$ cat src/rtl/boot_loader_if.sv
// Byte-stream receive handshake plus program-memory write port of the boot loader.
// The master side feeds bytes and observes memory writes; the loader is the slave side.
interface boot_loader_if #(
  parameter int addr_width = 12,
  parameter int data_width = 16
) ();
  logic [7:0]            rx_data;
  logic                  rx_valid;
  logic                  rx_ready;
  logic [addr_width-1:0] mem_address;
  logic [data_width-1:0] mem_data;
  logic                  mem_wren;

  modport master (
    output rx_data, rx_valid,
    input  rx_ready, mem_address, mem_data, mem_wren
  );

  modport slave (
    input  rx_data, rx_valid,
    output rx_ready, mem_address, mem_data, mem_wren
  );
endinterface

$ cat src/rtl/boot_loader.sv
// Serial boot loader: receives a length-prefixed, XOR-checksummed word stream,
// writes it to program memory and keeps the CPU held until a good load completes.
module boot_loader #(
  parameter int size       = 'h1000,
  parameter int addr_width = $clog2(size),
  parameter int data_width = 16
) (
  input  logic          clock,
  input  logic          reset_n,
  input  logic          start,
  boot_loader_if.slave  bus,
  output logic          cpu_hold,
  output logic          done,
  output logic          error
);

  typedef enum logic [3:0] {
    IDLE,
    LEN_LO,
    LEN_HI,
    DATA_LO,
    DATA_HI,
    WRITE,
    CHECK,
    DONE,
    ERROR
  } state_t;

  localparam logic [16:0] size_w = 17'(size);

  state_t                state_reg, state_next;
  logic [15:0]           len_reg, len_next;
  logic [16:0]           count_reg, count_next;
  logic [7:0]            csum_reg, csum_next;
  logic [7:0]            lo_reg, lo_next;
  logic [addr_width-1:0] mem_address_reg, mem_address_next;
  logic [data_width-1:0] mem_data_reg, mem_data_next;
  logic                  rx_ready_reg, mem_wren_reg;
  logic                  cpu_hold_reg, done_reg, error_reg;

  logic                  xfer;
  logic [15:0]           len_full;

  assign xfer     = bus.rx_valid && rx_ready_reg;
  assign len_full = {bus.rx_data, len_reg[7:0]};

  assign bus.rx_ready    = rx_ready_reg;
  assign bus.mem_wren    = mem_wren_reg;
  assign bus.mem_address = mem_address_reg;
  assign bus.mem_data    = mem_data_reg;
  assign cpu_hold        = cpu_hold_reg;
  assign done            = done_reg;
  assign error           = error_reg;

  always_comb begin
    state_next       = state_reg;
    len_next         = len_reg;
    count_next       = count_reg;
    csum_next        = csum_reg;
    lo_next          = lo_reg;
    mem_address_next = mem_address_reg;
    mem_data_next    = mem_data_reg;
    case (state_reg)
      IDLE, DONE, ERROR: begin
        if (start) begin
          state_next = LEN_LO;
          count_next = '0;
          csum_next  = '0;
        end
      end
      LEN_LO: begin
        if (xfer) begin
          len_next[7:0] = bus.rx_data;
          csum_next     = csum_reg ^ bus.rx_data;
          state_next    = LEN_HI;
        end
      end
      LEN_HI: begin
        if (xfer) begin
          len_next  = len_full;
          csum_next = csum_reg ^ bus.rx_data;
          if ((len_full != 16'd0) && ({1'b0, len_full} <= size_w))
            state_next = DATA_LO;
          else
            state_next = ERROR;
        end
      end
      DATA_LO: begin
        if (xfer) begin
          lo_next    = bus.rx_data;
          csum_next  = csum_reg ^ bus.rx_data;
          state_next = DATA_HI;
        end
      end
      DATA_HI: begin
        // Memory outputs only move on entry to WRITE so they hold steady elsewhere.
        if (xfer) begin
          mem_data_next    = {bus.rx_data, lo_reg};
          mem_address_next = count_reg[addr_width-1:0];
          csum_next        = csum_reg ^ bus.rx_data;
          state_next       = WRITE;
        end
      end
      WRITE: begin
        count_next = count_reg + 17'd1;
        if ((count_reg + 17'd1) == {1'b0, len_reg})
          state_next = CHECK;
        else
          state_next = DATA_LO;
      end
      CHECK: begin
        if (xfer)
          state_next = (bus.rx_data == csum_reg) ? DONE : ERROR;
      end
      default: state_next = IDLE;
    endcase
  end

  // Status outputs are decoded from the next state so they are registered and glitch-free.
  always_ff @(posedge clock or negedge reset_n) begin
    if (!reset_n) begin
      state_reg       <= IDLE;
      len_reg         <= '0;
      count_reg       <= '0;
      csum_reg        <= '0;
      lo_reg          <= '0;
      mem_address_reg <= '0;
      mem_data_reg    <= '0;
      rx_ready_reg    <= 1'b0;
      mem_wren_reg    <= 1'b0;
      cpu_hold_reg    <= 1'b0;
      done_reg        <= 1'b0;
      error_reg       <= 1'b0;
    end else begin
      state_reg       <= state_next;
      len_reg         <= len_next;
      count_reg       <= count_next;
      csum_reg        <= csum_next;
      lo_reg          <= lo_next;
      mem_address_reg <= mem_address_next;
      mem_data_reg    <= mem_data_next;
      rx_ready_reg    <= (state_next == LEN_LO) || (state_next == LEN_HI) ||
                         (state_next == DATA_LO) || (state_next == DATA_HI) ||
                         (state_next == CHECK);
      mem_wren_reg    <= (state_next == WRITE);
      cpu_hold_reg    <= (state_next != IDLE) && (state_next != DONE);
      done_reg        <= (state_next == DONE);
      error_reg       <= (state_next == ERROR);
    end
  end

endmodule

$ cat src/flat_wrapper.sv
// flat-port wrapper written by rule: the top's interface ports become plain ports
module boot_loader_flat 
#(
  parameter int size       = 'h1000,
  parameter int addr_width = $clog2(size),
  parameter int data_width = 16
)
  (clock, reset_n, start, cpu_hold, done, error, bus_rx_data, bus_rx_valid, bus_rx_ready, bus_mem_address, bus_mem_data, bus_mem_wren);
  boot_loader_if #(.addr_width(addr_width), .data_width(data_width)) bus_i ();
  input  logic clock;
  input  logic reset_n;
  input  logic start;
  output logic cpu_hold;
  output logic done;
  output logic error;
  input wire logic [$bits(bus_i.rx_data)-1:0] bus_rx_data;
  input wire logic [$bits(bus_i.rx_valid)-1:0] bus_rx_valid;
  output wire logic [$bits(bus_i.rx_ready)-1:0] bus_rx_ready;
  output wire logic [$bits(bus_i.mem_address)-1:0] bus_mem_address;
  output wire logic [$bits(bus_i.mem_data)-1:0] bus_mem_data;
  output wire logic [$bits(bus_i.mem_wren)-1:0] bus_mem_wren;
  assign bus_i.rx_data = bus_rx_data;
  assign bus_i.rx_valid = bus_rx_valid;
  assign bus_rx_ready = bus_i.rx_ready;
  assign bus_mem_address = bus_i.mem_address;
  assign bus_mem_data = bus_i.mem_data;
  assign bus_mem_wren = bus_i.mem_wren;
  boot_loader #(.size(size), .addr_width(addr_width), .data_width(data_width)) u_core (.clock(clock), .reset_n(reset_n), .start(start), .bus(bus_i), .cpu_hold(cpu_hold), .done(done), .error(error));
endmodule
$ cat config.mk
export PLATFORM = sky130hd
export DESIGN_NAME = boot_loader_flat
export DESIGN_NICKNAME = d
export VERILOG_FILES = /design/src/rtl/boot_loader_if.sv /design/src/rtl/boot_loader.sv /design/src/flat_wrapper.sv
export SDC_FILE = /design/constraint.sdc
export NUM_CORES = 1
export LEC_CHECK = 0
export ABC_AREA = 1
export CAP_MARGIN = 20
export CORE_MARGIN = 2
export CORE_UTILIZATION = 45
export DETAILED_ROUTE_END_ITERATION = 10
export PLACE_DENSITY = 0.68
export SLEW_MARGIN = 40
export SYNTH_ARGS = -nofsm -noshare
export SYNTH_HDL_FRONTEND = slang
export SYNTH_SLANG_ARGS = --single-unit
export TNS_END_PERCENT = 30
$ cat constraint.sdc
create_clock -name clock -period 2 [get_ports clock]
set_input_delay 0.3 -clock clock [delete_from_list [all_inputs] [get_ports clock]]
set_output_delay 0.3 -clock clock [all_outputs]
set_load 0.03 [all_outputs]
==> run summary, run 1 <==
The run finished, with violations left. The checks that failed: setup timing. The worst register-to-register path begins at u_core.count_reg[0]. Yosys mapped a number of flops with a built-in enable equal to 0. Filler cell count: 792.

The share of synthesized registers carrying an async set or reset is 1.00, and the core utilization of the finished layout is 0.595. Detailed routing placed a total of 517 um of wire on met3. The run gives 4820 um as the length of routed wiring on met1.

The total I/O pin count was 45; the proportion of total power due to net switching was 0.418. Cell internal power dissipation: 4.32 mW. The slew of the pin with the lowest slew margin was 0.460 ns; the worst-case clock skew was 0.00815 ns. The final worst-path cycle share came out at 1.01. The routed design has 10500 um of wire.

The logs give 2.28 ns for the data arrival time of the worst path and 535 for the synthesized netlist net count. The first TritonRoute pass finished after 5 iterations. The tools report the worst-case register-to-register setup slack as -0.01 ns.

TritonCTS built the clock tree. In the detailed route, the total length drawn on met2 is 4950 um. The share of post-route cells with drive strength above 1 is 0.174, and the placeable core area is 9240 um^2. The vias after detailed routing was 3805.

In this design, the largest share of critical-path delay is due to simple AND/OR/NAND/NOR gates. The multi-input combinational cells in the finished layout cover a total of 1960 um^2. The share of the synthesized area in the top cell type was 0.501. The critical path goes through ha_4, nand3_4, nor2_4, nand4_1, nand3_1, nand2_1, nor2_1, nand2_1, nor2_2, nand2_1, nand2_2, nand3_2, nor2_2, nor2_2. The worst-case IR drop observed on VDD is 0.000724 V.

Critical hold path startpoint: u_core.len_reg[5]. The port buffer count works out to 44. The path with the worst hold slack has its endpoint at u_core.len_reg[5].

The die outline height is 102 um, and the distinct cell type count of the synthesized netlist is 29. The count of nets left with antenna violations once routing finished came out at 0. Maximum fanout encountered on the critical timing path: 5.

The worst slack at placement was -0.185 ns; the upper clock frequency limit was 496 MHz. By count the netlist is led by 136 x sky130_fd_sc_hd__nand2_1, 86 x sky130_fd_sc_hd__dfrtp_1, 64 x sky130_fd_sc_hd__inv_1, 44 x sky130_fd_sc_hd__nand3_1, 42 x sky130_fd_sc_hd__o21ai_0. In this run the cell area measured after placement is 5140 um^2. The run gives 0.445 as the proportion of power drawn by combinational gates. The overall routing resource usage is 0.220.

The synthesized design spends more area on one cell type than any other, namely sky130_fd_sc_hd__dfrtp_1. The CTS H-tree depth came out at 3. Power spread over the standard cell area amounts to 1350 nW/um^2. Buffers inserted during clock tree synthesis total 9. For the worst flop-to-flop path, the logic depth is 14.

Setup violations remaining at the end of the flow were counted as 2. The worst path required time was 2.27 ns. The maximum count of clock buffers along a single path is 2, and the portion of total power attributed to sequential cells is 0.374.

A synthesized cell averages 8.23 um^2. The worst slack on hold paths is 0.492 ns. The run gives 0 as the aggregate global routing overflow.

The logs give 0 for the final hold violation count and 618 for the layout net count. The tools report the number of global-route vias before repair as 3723. Routed signal wires occupy layers up through met4. Among all flip-flop cells after synthesis, the most frequent one is sky130_fd_sc_hd__dfrtp_1.

Count of unresolved DRC violations after routing: 0. The worst hold path passes through 2 cells. Setup repair after global routing could not meet its margin everywhere. The worst register-to-register path ends at u_core.cpu_hold.

The category of the most critical setup path is reg2reg. For the area of all placed cells without fillers, the log shows 5500 um^2. For the clock network power share, the log shows 0.181. The first routing iteration left 221 violations. For the initial antenna violation count, the log shows 0. The worst setup path is launched from a flop. The run gives 0.693 as the normalized max-slew margin.

The register area came out at 2160 um^2. The biggest cell delay along the critical path is 0.41 ns. The clock reaches the later pin of the worst-skew pair after 0.37 ns.

For the non-filler instance count after layout, the log shows 739. The first global-routing pass estimated 17800 um of wire. In this run the power spent charging and discharging nets is 3.10 mW. Row generation in the floorplan step produced 35 rows. The die covers 10300 um^2.

The path class of the tightest hold or removal check is reg2reg. The flip-flop count of the largest register, all copies and words added is 17. The slowest stage of the critical path is the sky130_fd_sc_hd__dfrtp_1 cell. The wire-length estimate of the detail-placed layout is 7240 um.

The buffering stage count on the worst path with inverters included is 0. Max-cap violations in this run came to 0. The Yosys step of the flow raised 0 warnings. Ranked by total cell area, the synthesized netlist is headed by sky130_fd_sc_hd__dfrtp_1 50%, sky130_fd_sc_hd__nand2_1 12%, sky130_fd_sc_hd__inv_1 5.6%. Clock-pin slew was measured on the worst setup and hold paths at 0.10 ns. The sequential element share of the synthesized area came out at 0.501.

Counting flops and latches in the post-synthesis netlist gives 86. Synthesis produced a netlist whose cell count is 522. For this design the static power due to leakage is 2.55 nW. Post-route worst setup slack: -0.0148 ns.

In this run the horizontal extent of the chip is 102 um. Weighted congestion at the end of routability-driven global placement: 0.945. The number of placed instances with taps included was 719. STA classifies the critical path endpoint as a flop. Cell with the most instances after synthesis: sky130_fd_sc_hd__nand2_1. After layout, the minimum clock period comes to 2.01 ns.

The clock tree root buffer cell was sky130_fd_sc_hd__clkbuf_8. The summed instance area of the synthesized netlist was 4300 um^2; the average wire per standard cell was 14.1 um. In the routed layout, each cell is associated on average with a via count of 5.15. The initial core utilization came out at 0.465. Entering global routing, the biggest net connects 87 pins. The area added between synthesis and finish was 28.1%. The total count of max-transition violations in the final report was 0; the clock sink count was 86. 0 antenna diodes ended up in the layout.
## power by group through the flow
| stage | clock network [mW] | logic (mW) | registers [mW] |
|---|---|---|---|
| 6_report | 1.34 | 3.30 | 2.77 |
| 5_1_grt | 1.44 | 3.64 | 2.85 |
| 4_1_cts | 1.38 | 3.28 | 2.77 |
| 3_5_place_dp | 0 | 3.19 | 2.79 |
| 3_3_place_gp | 0 | 3.12 | 2.76 |
| 2_1_floorplan | 0 | 1.58 | 3.22 |
## what timing repair did
| action | CTS | global route |
|---|---|---|
| resized for setup | 22 | 7 |
| hold buffers | 1 | 0 |
| endpoints found under the hold margin | 86 | 0 |
| buffers inserted | 2 | 1 |
| cloned | 0 | 0 |
| pin swaps | 14 | 10 |
| setup endpoints to repair | 3 | 5 |
## routing by layer
layer	up-vias	GRT usage
li1	1862	-
met1	1810	0.315
met2	115	0.346
met3	18	0.0352
met4	0	0.0655
met5	-	0
## cell usage in the layout (no fill, tap or decap), types with 3 or more instances in the layout
| cell type | count |
|---|---|
| sky130_fd_sc_hd__a21oi_1 | 4 |
| sky130_fd_sc_hd__buf_4 | 37 |
| sky130_fd_sc_hd__clkbuf_8 | 9 |
| sky130_fd_sc_hd__clkdlybuf4s50_1 | 43 |
| sky130_fd_sc_hd__dfrtp_1 | 83 |
| sky130_fd_sc_hd__dfrtp_2 | 3 |
| sky130_fd_sc_hd__inv_1 | 63 |
| sky130_fd_sc_hd__inv_2 | 3 |
| sky130_fd_sc_hd__inv_6 | 3 |
| sky130_fd_sc_hd__mux2_2 | 9 |
| sky130_fd_sc_hd__nand2_1 | 134 |
| sky130_fd_sc_hd__nand2_2 | 8 |
| sky130_fd_sc_hd__nand3_1 | 39 |
| sky130_fd_sc_hd__nand3_2 | 5 |
| sky130_fd_sc_hd__nand3b_1 | 4 |
| sky130_fd_sc_hd__nand4_1 | 9 |
| sky130_fd_sc_hd__nor2_1 | 30 |
| sky130_fd_sc_hd__nor2_2 | 8 |
| sky130_fd_sc_hd__nor2_4 | 9 |
| sky130_fd_sc_hd__nor3_1 | 5 |
| sky130_fd_sc_hd__o21a_1 | 19 |
| sky130_fd_sc_hd__o21ai_0 | 42 |
| sky130_fd_sc_hd__o22ai_1 | 10 |
| sky130_fd_sc_hd__xor2_1 | 10 |
## stage by stage
stage                     setup TNS [ns]  power, mW
final                            -0.0201       7.42
after floorplan                        0       4.80
after global placement            -0.306       5.88
after detailed placement          -0.389       5.98
after CTS                        -0.0367       7.42
after global routing              -0.623       7.93
## how the worst max path moves through the flow
stage	start	end	cells after the start
after floorplan	u_core.count_reg[0]	u_core.cpu_hold	16
after global placement	bus_rx_data[1]	u_core.cpu_hold	12
after detailed placement	bus_rx_data[1]	u_core.cpu_hold	12
after CTS	u_core.count_reg[1]	u_core.cpu_hold	16
after global routing	u_core.count_reg[0]	u_core.cpu_hold	15
final	u_core.count_reg[0]	u_core.cpu_hold	14
## cell families (layout without fill, tap and decap cells)
| group | after synthesis | in the layout | share of synthesized area |
|---|---|---|---|
| AO/OA/AOI/OAI | 78 | 78 | 0.105 |
| XOR/XNOR | 12 | 12 | 0.0309 |
| flip-flops | 86 | 86 | 0.501 |
| multiplexers | 9 | 9 | 0.0236 |
| AND/OR/NAND/NOR | 258 | 258 | 0.266 |
| buffers and inverters | 78 | 166 | 0.0699 |
| adder cells (fa/ha/maj) | 1 | 1 | 0.00291 |
## worst min-delay path: stages (launching register included)
cell and delay (ns):
sky130_fd_sc_hd__dfrtp_1 0.36, sky130_fd_sc_hd__nand2_1 0.05, sky130_fd_sc_hd__o21ai_0 0.06
## layout make-up
class                           instances  share of cell area
Sequential cell                        86               0.392
Multi-Input combinational cell        358               0.356
Timing Repair Buffer                   83               0.138
Inverter                               67              0.0460
Tap cell                              129              0.0293
Clock buffer                            9              0.0225
Clock inverter                          7              0.0159
(Power assumes the default switching activity.)
==> inputs of run 2 (changes only) <==
--- a/config.mk
+++ b/config.mk
@@ -10,6 +10,7 @@
 export CORE_MARGIN = 2
 export CORE_UTILIZATION = 45
 export DETAILED_ROUTE_END_ITERATION = 10
+export HOLD_SLACK_MARGIN = 0.12
 export PLACE_DENSITY = 0.68
 export SLEW_MARGIN = 40
 export SYNTH_ARGS = -nofsm -noshare
==> results of run 2 <==
Same layout as run 1: the final DEF is identical, and so are final timing and power.
